==> src/rtl/stochastic_mult_seq_if.sv <==
// Host-side bundle for the sequential stochastic multiplier.
// The master drives the request; the slave returns status, result and raw stream bits.
interface stochastic_mult_seq_if #(parameter int W = 14);
  logic         start;
  logic [W-1:0] a_val;
  logic [W-1:0] b_val;
  logic [1:0]   mode;
  logic         busy;
  logic         done;
  logic [W:0]   result;
  logic         a_bit;
  logic         b_bit;
  logic         y_bit;
  logic         bit_valid;

  modport master (
    output start, a_val, b_val, mode,
    input  busy, done, result, a_bit, b_bit, y_bit, bit_valid
  );

  modport slave (
    input  start, a_val, b_val, mode,
    output busy, done, result, a_bit, b_bit, y_bit, bit_valid
  );
endinterface

==> src/rtl/stochastic_mult_seq.sv <==
// Sequential stochastic multiplier: counter-comparator A stream, bit-reversed-counter
// B stream, combined over one 2^W-cycle period and popcounted into result.
module stochastic_mult_seq #(
  parameter int W = 14
) (
  input  logic                 clk,
  input  logic                 rst,
  stochastic_mult_seq_if.slave bus
);

  typedef enum logic [0:0] {
    ST_IDLE = 1'b0,
    ST_RUN  = 1'b1
  } state_e;

  state_e       state_q, state_d;
  logic [W-1:0] c_q, c_d;
  logic [W:0]   acc_q, acc_d;
  logic [W:0]   result_q, result_d;
  logic         done_q, done_d;
  logic [W-1:0] a_lat_q, a_lat_d;
  logic [W-1:0] b_lat_q, b_lat_d;
  logic [1:0]   mode_q, mode_d;

  logic         a_bit_s;
  logic         b_bit_s;
  logic         y_bit_s;

  function automatic logic [W-1:0] bitrev(input logic [W-1:0] v);
    logic [W-1:0] r;
    for (int i = 0; i < W; i++) begin
      r[i] = v[W-1-i];
    end
    return r;
  endfunction

  // Stream bits derive from the registered counter and latched operands only.
  always_comb begin
    a_bit_s = (c_q < a_lat_q);
    b_bit_s = (bitrev(c_q) < b_lat_q);
    case (mode_q)
      2'd0:    y_bit_s = a_bit_s & b_bit_s;
      2'd1:    y_bit_s = ~(a_bit_s ^ b_bit_s);
      2'd2:    y_bit_s = a_bit_s;
      2'd3:    y_bit_s = b_bit_s;
      default: y_bit_s = 1'b0;
    endcase
  end

  // Next-state, accumulation and completion logic.
  always_comb begin
    state_d  = state_q;
    c_d      = c_q;
    acc_d    = acc_q;
    result_d = result_q;
    done_d   = 1'b0;
    a_lat_d  = a_lat_q;
    b_lat_d  = b_lat_q;
    mode_d   = mode_q;
    case (state_q)
      ST_IDLE: begin
        if (bus.start) begin
          a_lat_d = bus.a_val;
          b_lat_d = bus.b_val;
          mode_d  = bus.mode;
          c_d     = {W{1'b0}};
          acc_d   = {(W+1){1'b0}};
          state_d = ST_RUN;
        end else begin
          state_d = ST_IDLE;
        end
      end
      ST_RUN: begin
        acc_d = acc_q + {{W{1'b0}}, y_bit_s};
        c_d   = c_q + {{(W-1){1'b0}}, 1'b1};
        // Last index of the period: the final bit goes straight into result.
        if (c_q == {W{1'b1}}) begin
          result_d = acc_q + {{W{1'b0}}, y_bit_s};
          done_d   = 1'b1;
          state_d  = ST_IDLE;
        end else begin
          state_d  = ST_RUN;
        end
      end
      default: begin
        state_d = ST_IDLE;
      end
    endcase
  end

  // State register with synchronous reset; reset aborts a run and clears result.
  always_ff @(posedge clk) begin
    if (rst) begin
      state_q  <= ST_IDLE;
      c_q      <= {W{1'b0}};
      acc_q    <= {(W+1){1'b0}};
      result_q <= {(W+1){1'b0}};
      done_q   <= 1'b0;
      a_lat_q  <= {W{1'b0}};
      b_lat_q  <= {W{1'b0}};
      mode_q   <= 2'd0;
    end else begin
      state_q  <= state_d;
      c_q      <= c_d;
      acc_q    <= acc_d;
      result_q <= result_d;
      done_q   <= done_d;
      a_lat_q  <= a_lat_d;
      b_lat_q  <= b_lat_d;
      mode_q   <= mode_d;
    end
  end

  assign bus.busy      = (state_q == ST_RUN);
  assign bus.bit_valid = (state_q == ST_RUN);
  assign bus.done      = done_q;
  assign bus.result    = result_q;
  assign bus.a_bit     = a_bit_s;
  assign bus.b_bit     = b_bit_s;
  assign bus.y_bit     = y_bit_s;

endmodule

==> src/flat_wrapper.sv <==
// flat-port wrapper written by rule: the top's interface ports become plain ports
module stochastic_mult_seq_flat 
#(
  parameter int W = 14
)
  (clk, rst, bus_start, bus_a_val, bus_b_val, bus_mode, bus_busy, bus_done, bus_result, bus_a_bit, bus_b_bit, bus_y_bit, bus_bit_valid);
  stochastic_mult_seq_if #(.W(W)) bus_i ();
  input  logic clk;
  input  logic rst;
  input wire logic [$bits(bus_i.start)-1:0] bus_start;
  input wire logic [$bits(bus_i.a_val)-1:0] bus_a_val;
  input wire logic [$bits(bus_i.b_val)-1:0] bus_b_val;
  input wire logic [$bits(bus_i.mode)-1:0] bus_mode;
  output wire logic [$bits(bus_i.busy)-1:0] bus_busy;
  output wire logic [$bits(bus_i.done)-1:0] bus_done;
  output wire logic [$bits(bus_i.result)-1:0] bus_result;
  output wire logic [$bits(bus_i.a_bit)-1:0] bus_a_bit;
  output wire logic [$bits(bus_i.b_bit)-1:0] bus_b_bit;
  output wire logic [$bits(bus_i.y_bit)-1:0] bus_y_bit;
  output wire logic [$bits(bus_i.bit_valid)-1:0] bus_bit_valid;
  assign bus_i.start = bus_start;
  assign bus_i.a_val = bus_a_val;
  assign bus_i.b_val = bus_b_val;
  assign bus_i.mode = bus_mode;
  assign bus_busy = bus_i.busy;
  assign bus_done = bus_i.done;
  assign bus_result = bus_i.result;
  assign bus_a_bit = bus_i.a_bit;
  assign bus_b_bit = bus_i.b_bit;
  assign bus_y_bit = bus_i.y_bit;
  assign bus_bit_valid = bus_i.bit_valid;
  stochastic_mult_seq #(.W(W)) u_core (.clk(clk), .rst(rst), .bus(bus_i));
endmodule
==> config.mk <==
export PLATFORM = sky130hd
export DESIGN_NAME = stochastic_mult_seq_flat
export DESIGN_NICKNAME = d
export VERILOG_FILES = /design/src/rtl/stochastic_mult_seq_if.sv /design/src/rtl/stochastic_mult_seq.sv /design/src/flat_wrapper.sv
export SDC_FILE = /design/constraint.sdc
export NUM_CORES = 1
export LEC_CHECK = 0
export ABC_CLOCK_PERIOD_IN_PS = 3500
export CORE_UTILIZATION = 30
export CTS_CLUSTER_SIZE = 14
export DETAILED_ROUTE_END_ITERATION = 10
export GPL_ROUTABILITY_DRIVEN = 0
export MAX_ROUTING_LAYER = met4
export SLEW_MARGIN = 5
export SYNTH_ARGS = -nofsm -noshare
export SYNTH_HDL_FRONTEND = slang
export SYNTH_SLANG_ARGS = --single-unit
==> constraint.sdc <==
create_clock -name clk -period 3.5 [get_ports clk]
set_clock_uncertainty 0.1 [all_clocks]
set_input_delay 0.7 -clock clk [delete_from_list [all_inputs] [get_ports clk]]
set_output_delay 0.7 -clock clk [all_outputs]
set_load 0.05 [all_outputs]
## After elaboration in Yosys (flattened, before gate mapping)

Index checks and enable logic that the tools add are counted.

| word-level totals | value |
|---|---|
| register bits after elaboration | 76 |
| input port bits | 33 |
| output and inout bits | 21 |
| logic and storage cells | 34 |

| cells by class | value |
|---|---|
| add/subtract/negate cells | 2 |
| magnitude comparators | 2 |
| equal/unequal tests | 5 |
| muxes and demuxes | 9 |
| bitwise logic cells | 4 |
| reduce and logical (&&, ||, !) cells | 4 |

Operator list:

| cell | count |
|---|---|
| one-hot mux 15 bit (2 select lines) | 1 |
| < comparator 14 bit | 2 |
| one-hot mux 14 bit (2 select lines) | 1 |
| adder 15 x 1 -> 15 bit | 1 |
| 2-to-1 mux 15 bit | 1 |
| adder 14 x 1 -> 14 bit (second input constant) | 1 |
| == test 14 bit (second input constant) | 1 |
| 2-to-1 mux 14 bit | 1 |
| == test 2 bit (second input constant) | 2 |
| one-hot mux 1 bit (4 select lines) | 1 |
| AND reduction 2 bit | 2 |
| 2-to-1 mux 1 bit | 3 |
| == test 2 x 1 -> 1 bit (second input constant) | 1 |
| logical NOT 2 bit | 1 |
| inequality test 2 bit (second input constant) | 1 |
| inverter 1 bit | 2 |
| one-hot mux 1 bit (2 select lines) | 1 |
| OR reduction 2 bit | 1 |
| AND 1 bit | 1 |
| XOR 1 bit | 1 |

## Logic depth before layout (Yosys ltp)

Gate-level depths: netlist of run 1.

| depth | value |
|---|---|
| depth after elaboration | 6 |
| mapped depth | 17 |
| gate-level depth less buffers | 16 |

## Least setup slack after synthesis of run 1

No wires, ideal clock.

| timing path | value |
|---|---|
| kind | register to register |
| from | register u_core.c_q[2] |
| to | register u_core.acc_q[8] |
| library setup time | 0.091 ns |
| data arrival time | 4.800 ns |
| required time | 3.309 ns |
| setup slack | -1.491 ns |
| cell stages (with the launch flop) | 17 |
| clock period less this slack | 4.991 ns |
| path through | dfxtp_1 > ha_1 > a21o_1 > a31oi_1 > o31ai_1 > a221oi_1 > ha_1 > inv_1 > mux4_2 > ha_1 > ha_1 > and3_1 > buf_4 > and2_0 > nand3_1 > nand2_1 > a311oi_1 |

| between the ends | value |
|---|---|
| cells in the longest elaborated chain, start to end | 6 |
| elaborated cells on any way between the ends | 8 |
| classes of those cells | add/sub (1); order compare (2); mux (2); bitwise (3) |

RTL lines:

| item | line | text |
|---|---|---|
| start: declaration | stochastic_mult_seq.sv:17 | `logic [W-1:0] c_q, c_d;` |
| start signal: assignment | stochastic_mult_seq.sv:95 | `c_q <= {W{1'b0}};` |
| < comparator 14 bit (*) | stochastic_mult_seq.sv:39 | `a_bit_s = (c_q < a_lat_q);` |
| named net bus_a_bit | flat_wrapper.sv:17 | `output wire logic [$bits(bus_i.a_bit)-1:0] bus_a_bit;` |
| XOR 1 bit | stochastic_mult_seq.sv:43 | `2'd1: y_bit_s = ~(a_bit_s ^ b_bit_s);` |
| inverter 1 bit | stochastic_mult_seq.sv:43 |  |
| one-hot mux 1 bit (4 select lines) (*) | stochastic_mult_seq.sv:41 | `case (mode_q)` |
| named net bus_y_bit | flat_wrapper.sv:19 | `output wire logic [$bits(bus_i.y_bit)-1:0] bus_y_bit;` |
| adder 15 x 1 -> 15 bit (*) | stochastic_mult_seq.sv:74 | `acc_d = acc_q + {{W{1'b0}}, y_bit_s};` |
| one-hot mux 15 bit (2 select lines) (*) | stochastic_mult_seq.sv:60 | `case (state_q)` |
| end signal: assignment | stochastic_mult_seq.sv:96 | `acc_q <= {(W+1){1'b0}};` |
| end: declaration | stochastic_mult_seq.sv:18 | `logic [W:0] acc_q, acc_d;` |

The timed path passes the listed nets; every way through them passes the cells marked *.
A chain may end at the register's enable or synchronous reset.

## Worst setup path after layout of run 1

| timing path | value |
|---|---|
| from | register u_core.c_q[2] |
| to | register u_core.acc_q[14] |

| between the ends | value |
|---|---|
| cells in the longest elaborated chain, start to end | 6 |
| elaborated cells on any way between the ends | 8 |
| classes of those cells | add/sub (1); order compare (2); mux (2); bitwise (3) |

RTL lines:

| item | line |
|---|---|
| < comparator 14 bit (on tied branches) | stochastic_mult_seq.sv:39, stochastic_mult_seq.sv:40 |
| XOR 1 bit | stochastic_mult_seq.sv:43 |
| inverter 1 bit | stochastic_mult_seq.sv:43 |
| one-hot mux 1 bit (4 select lines) (*) | stochastic_mult_seq.sv:41 |
| adder 15 x 1 -> 15 bit (*) | stochastic_mult_seq.sv:74 |
| one-hot mux 15 bit (2 select lines) (*) | stochastic_mult_seq.sv:60 |

Mark *: on every way between the ends. The rest lies on a longest branch, timed or not.

==> impl_metrics.ini, run 1 <==
[critical_path]
crit_path_max_fanout = 7
worstPathArrival_ps = 3640
crit_path_end_kind = flop
required_ps = 3670
worst-setup-path-type = flop to flop
start_kind = flop

[detailed_routing]
drc = 0
wirelength_um = 9070
first_pass_iters = 4
via_per_inst = 4.76
antenna_left = 0
drt_iter0_markers = 161
avgRoutedWirePerCell_um = 12.8
vias = 3363

[layout]
num-nets-final = 593
antenna_cells = 0
seqCellArea_um2 = 1540
final_cell_area_um2 = 5090
drive_gt1_share_pct = 15.4
multiInputGateArea_um2 = 2260
area.growth.synth_to_final_pct = 32.2
finalNonFillerCells = 706
nFillCells = 1270

[logic_synthesis]
yosys.area.top_type = dfxtp_1
synth_top_cell_area_share_pct = 39.5
avgSynthCellArea_um2 = 8.16
yosysMostFrequentCell = nand2_1
synth_edf_count = 0
async_reset_ff_share_pct = 0
synthTopCellsByArea = dfxtp_1, ha_1, nand2_1
netlist_instances = 472
ys_seq_elements = 76
synth_common_cells = nand2_1, dfxtp_1, a21oi_1, inv_1, ha_1
yosys.cell_types.count = 49
syn_nets = 535
syn_area_um2 = 3850
yosysWarnings = 0
seq_area_frac_synth_pct = 39.5
synth-main-ff-cell = dfxtp_1

[die]
num_io_pins = 54
die_h_um = 115
rows = 41
start_util_pct = 30.6
coreArea_um2 = 12600
dieArea_um2 = 13300
dieWidth_um = 115

[cts]
cts.sinks = 76
clk_path_buf_depth = 2
root_buffer = clkbuf_16
ctsHoldBuffers = 0
path_clk_slew_ps = 60
clock_latency_ps = 330
cts_inserted_buffers = 9
cts_tree = built
htreeDepth = 3

[placed_design]
hpwl_um = 6500
dp_cells = 684
port-buffer-count = 53
placed_cell_area_um2 = 4680

[power_and_ir_drop]
powerDensity_nw_per_um2 = 422
ir_worst_vdd_mv = 0.208
p_total_w = 0.00215
leakagePower_nw = 1.94

[sta]
max_freq_ghz = 0.288
setup_viol = 0
slew_violations = 0
period_share_pct = 99.3
rsz0062_at_grt = yes
period_needed_ps = 3480
slew_headroom_pct = 65.4
worst_slew_pin_slew_ps = 519
hold_violations = 0

[global_routing]
first_global_vias = 3234
track_usage_pct = 15.1
overflow = 0
grt_max_degree = 38
antenna_found_initial = 0
grt_pass1_wl_um = 15200

[worst_hold_path]
hp-class = flop to flop

[job]
maxCapViolations = 0

[status]
status = complete, no violations
## layer usage
metal / GRT usage [%] / vias to the layer above / routed length, um
met4: 4.33 / 0 / 112
met2: 26.6 / 67 / 4570
met3: 3.48 / 8 / 321
li1: - / 1721 / -
met5: - / - / 0
met1: 17.0 / 1567 / 4060
## final cells by class
type,count,share of cell area (%)
clock buffer,13,4.72
clock inverter,2,1.18
inverter,32,2.36
multi-input combinational,340,44.4
sequential,76,30.3
tap,172,4.23
timing repair buffer,71,12.9
## cells by family (layout without fill, tap and decap cells)
family                     Yosys count  after routing  synth area share, %
AOI/OAI and AO/OA                  105            105                 15.4
buffers and inverters               56            118                 5.95
xor gates and xnor gates            17             17                 3.87
DFF                                 76             76                 39.5
and+or+nand+nor                    179            179                 22.6
muxes                                9              9                 2.89
adders and majority gates           30             30                 9.75
## where the power goes
part / switching [W] / internal, W
sequential: 0.0000149 / 0.000887
clock: 0.000339 / 0.000621
combinational: 0.000165 / 0.000121
## state kept, by name (all words and copies together), names as in the netlist
register              count
u_core.a_lat_q           14
u_core.mode_q             2
u_core.b_lat_q           14
u_core.bus.result        15
u_core.c_q               14
u_core.acc_q             15
u_core.bus.bit_valid      1
u_core.bus.done           1
## through the flow
stage | util, % | hold slack, ps | TNS (ps) | setup slack (ps)
after floorplan | - | 336 | -4990 | -429
after global placement | 37.2 | 337 | 0 | 52.4
after detailed placement | 37.2 | 341 | -3.87 | -3.87
after CTS | 39.7 | 349 | 0 | 20.4
after global routing | 40.5 | 365 | -281 | -126
final | 40.5 | 344 | 0 | 23.4
## critical path, cell delays in order (launching register included)
cell	delay (ps)
dfxtp_4	380
ha_4	250
a21o_1	190
a31oi_2	180
o31ai_2	100
a221oi_4	250
ha_1	270
inv_1	50
mux4_2	290
ha_4	180
ha_4	150
and3_4	230
nand4_4	110
or4_1	530
a21oi_1	140
## path summary, 6_finish.rpt
check             slack [ps]              endpoint  cells past startpoint            startpoint
hold reg to reg          340  u_core.bus.result[6]                      2  u_core.bus.result[6]
hold / removal           340  u_core.bus.result[6]                      2  u_core.bus.result[6]
setup / recovery          20      u_core.acc_q[14]                     14         u_core.c_q[2]
setup reg to reg          20      u_core.acc_q[14]                     14         u_core.c_q[2]
## cell usage in the layout, fill, tap and decap left out, types with 3 or more instances in the layout
cell and count:
o21ai_0 14, nand2_1 100, clkbuf_16 9, and3_1 6, clkbuf_1 4, buf_4 20, a21oi_1 54, inv_1 31
xnor2_1 10, xor2_1 6, and2_1 3, dfxtp_1 67, nand4_1 3, dfxtp_4 3, mux2_2 7, o21ai_1 10
ha_4 4, nand3_1 11, ha_1 26, nor2_1 17, nand2b_1 3, clkdlybuf4s50_1 49, nor3_1 5, nand3b_1 5
dfxtp_2 6, a21o_1 4, a31oi_1 3, a311oi_1 4, nor3b_1 3, o21a_1 4
## timing repair
action                                  4_1_cts  5_1_grt
endpoints found under the setup margin        6       14
resized for setup                             4       16
setup buffers                                 0        7
pin swaps                                     0       16
Power figures use the tool's default switching activity.
==> run 2, diff against run 1 <==
--- a/config.mk
+++ b/config.mk
@@ -6,11 +6,14 @@
 export NUM_CORES = 1
 export LEC_CHECK = 0
 export ABC_CLOCK_PERIOD_IN_PS = 3500
-export CORE_UTILIZATION = 30
+export CELL_PAD_IN_SITES_DETAIL_PLACEMENT = 1
+export CELL_PAD_IN_SITES_GLOBAL_PLACEMENT = 2
+export CORE_UTILIZATION = 29
 export CTS_CLUSTER_SIZE = 14
 export DETAILED_ROUTE_END_ITERATION = 10
 export GPL_ROUTABILITY_DRIVEN = 0
 export MAX_ROUTING_LAYER = met4
+export PLACE_DENSITY = 0.73
 export SLEW_MARGIN = 5
 export SYNTH_ARGS = -nofsm -noshare
 export SYNTH_HDL_FRONTEND = slang
==> run 2 against run 1 <==
  * Hold slack worse by 1.5 ps
  * First-iteration DRC count is 27% lower
  * Cell area is 3.3% higher
  * Count of clock-buffer cells in the layout is 1 lower
  * Utilization is 0.68 points higher
  * Cell count is 0.99% higher
  * Combinational power is 10% higher
  * Critical endpoint is now u_core.bus.result[12]
  * Largest cell class unchanged
  * Largest power group unchanged
  * Highest routed layer unchanged
==> impl_metrics.ini, run 2 (synthesized netlist as in run 1, its figures left out) <==
[cts]
clk_path_buf_depth = 2
cts_inserted_buffers = 9
htreeDepth = 3
cts_tree = built
cts.sinks = 76
path_clk_slew_ps = 60
clock_latency_ps = 350
root_buffer = clkbuf_16

[power_and_ir_drop]
ir_worst_vdd_mv = 0.251
powerDensity_nw_per_um2 = 419
leakagePower_nw = 2.00

[global_routing]
track_usage_pct = 18.2
first_global_vias = 3563
antenna_found_initial = 0
grt_max_degree = 36
grt_pass1_wl_um = 17900
overflow = 0

[die]
num_io_pins = 54
coreArea_um2 = 12800
dieWidth_um = 117
dieArea_um2 = 13700
die_h_um = 117
start_util_pct = 30.1
rows = 41

[critical_path]
crit_start = u_core.c_q[2]
crit_path_end_kind = flop
crit_path_max_fanout = 6
slowest_stage = mux4_2
cpLargestDelayFamily = compound AO/OA/AOI/OAI gates
path_cells = ha_4 > a21o_1 > a31oi_4 > o31ai_4 > a221oi_4 > ha_1 > inv_1 > mux4_2 > ha_4 > ha_4 > and3_4 > and4_4 > and2_4 > xnor2_2 > o21ai_1
timing.rr.start = u_core.c_q[2]
start_kind = flop
required_ps = 3680
worstPathArrival_ps = 3610
cp_num_buf_inv = 1
critical_path.most_common_cell = ha_4
worst-setup-path-type = flop to flop
max_stage_delay_ps = 490

[sta]
max_freq_ghz = 0.291
slew_violations = 0
worst_slew_pin_slew_ps = 525
slew_headroom_pct = 64.9
setup_viol = 0
period_needed_ps = 3430
period_share_pct = 98.1
hold_violations = 0
rsz0062_at_grt = yes
finalSetupTns_ps = 0

[placed_design]
port-buffer-count = 53
dp_cells = 689
hpwl_um = 7550

[detailed_routing]
vias = 3462
drt_iter0_markers = 117
via_per_inst = 4.86
drc = 0
antenna_left = 0
dr.max_layer_used = met4
first_pass_iters = 4
wl_met3_um = 357
avgRoutedWirePerCell_um = 15.0
wl_met1_um = 5350
wl_met2_um = 4800
wirelength_um = 10700

[layout]
finalNonFillerCells = 713
layout_common_cells = nand2_1, dfxtp_1, a21oi_1, clkdlybuf4s50_1, inv_1
multiInputGateArea_um2 = 2340
antenna_cells = 0
nFillCells = 1482
seqCellArea_um2 = 1550
num-nets-final = 600
area.growth.synth_to_final_pct = 36.6
layout_commonest_cell = nand2_1
drive_gt1_share_pct = 19.6

[status]
status = complete, no violations

[worst_hold_path]
hp-class = flop to flop
worstHoldStart = u_core.bus.result[14]

[job]
maxCapViolations = 0
-- run 2: through the flow --
| stage | utilization [%] | power [W] | setup WS (ps) | cell area [um^2] | hold slack [ps] |
|---|---|---|---|---|---|
| floorplan | - | 0.00110 | -429 | 3970 | 336 |
| global placement | 37.0 | 0.00121 | -90.7 | 4730 | 334 |
| detailed placement | 37.0 | 0.00122 | -132 | 4730 | 341 |
| CTS | 40.4 | 0.00224 | 0.594 | 5160 | 349 |
| global route | 41.2 | 0.00231 | -92.4 | 5260 | 368 |
| finish | 41.2 | 0.00220 | 67.4 | 5260 | 343 |
-- run 2: metal layers --
layer,up-vias,track usage (%)
met1,1657,22.8
met3,18,4.07
met4,0,7.68
met2,50,28.0
met5,-,-
li1,1737,-
-- run 2: where the power goes --
group	switching (W)	internal, W	leakage [nW]
logic	0.000179	0.000136	1.22
registers	0.0000155	0.000886	0.625
clock network	0.000378	0.000608	0.155
total	0.000572	0.00163	2.00
-- run 2: final cells by class --
cell class              instances  area share, %
multi-input cells             340           44.5
flip-flops and latches         76           29.5
repair buffers                 78           13.7
clock buffers                  12           5.07
well taps                     172           4.09
inverters                      32           2.28
clock inverters                 3          0.832
-- run 2: tightest hold or removal path: cells and delay by family (launching register included) --
kind | cells | cell delay (ps)
flops | 1 | 310
compound gates | 1 | 50
simple gates | 1 | 50
-- run 2: worst paths after layout --
path	to	slack, ps	cells past startpoint
worst min register to register	u_core.bus.result[14]	340	2
worst max register to register	u_core.bus.result[12]	70	15
worst min-delay path	u_core.bus.result[14]	340	2
worst max-delay path	u_core.bus.result[12]	70	15
-- run 2: repair_timing --
action                     CTS  global route
gates resized for setup     16            25
gates cloned                 0             0
setup endpoints to repair   16            14
pin swaps                   12            17
setup buffers                7             2
hold endpoints to repair     0             0
hold buffers                 0             0
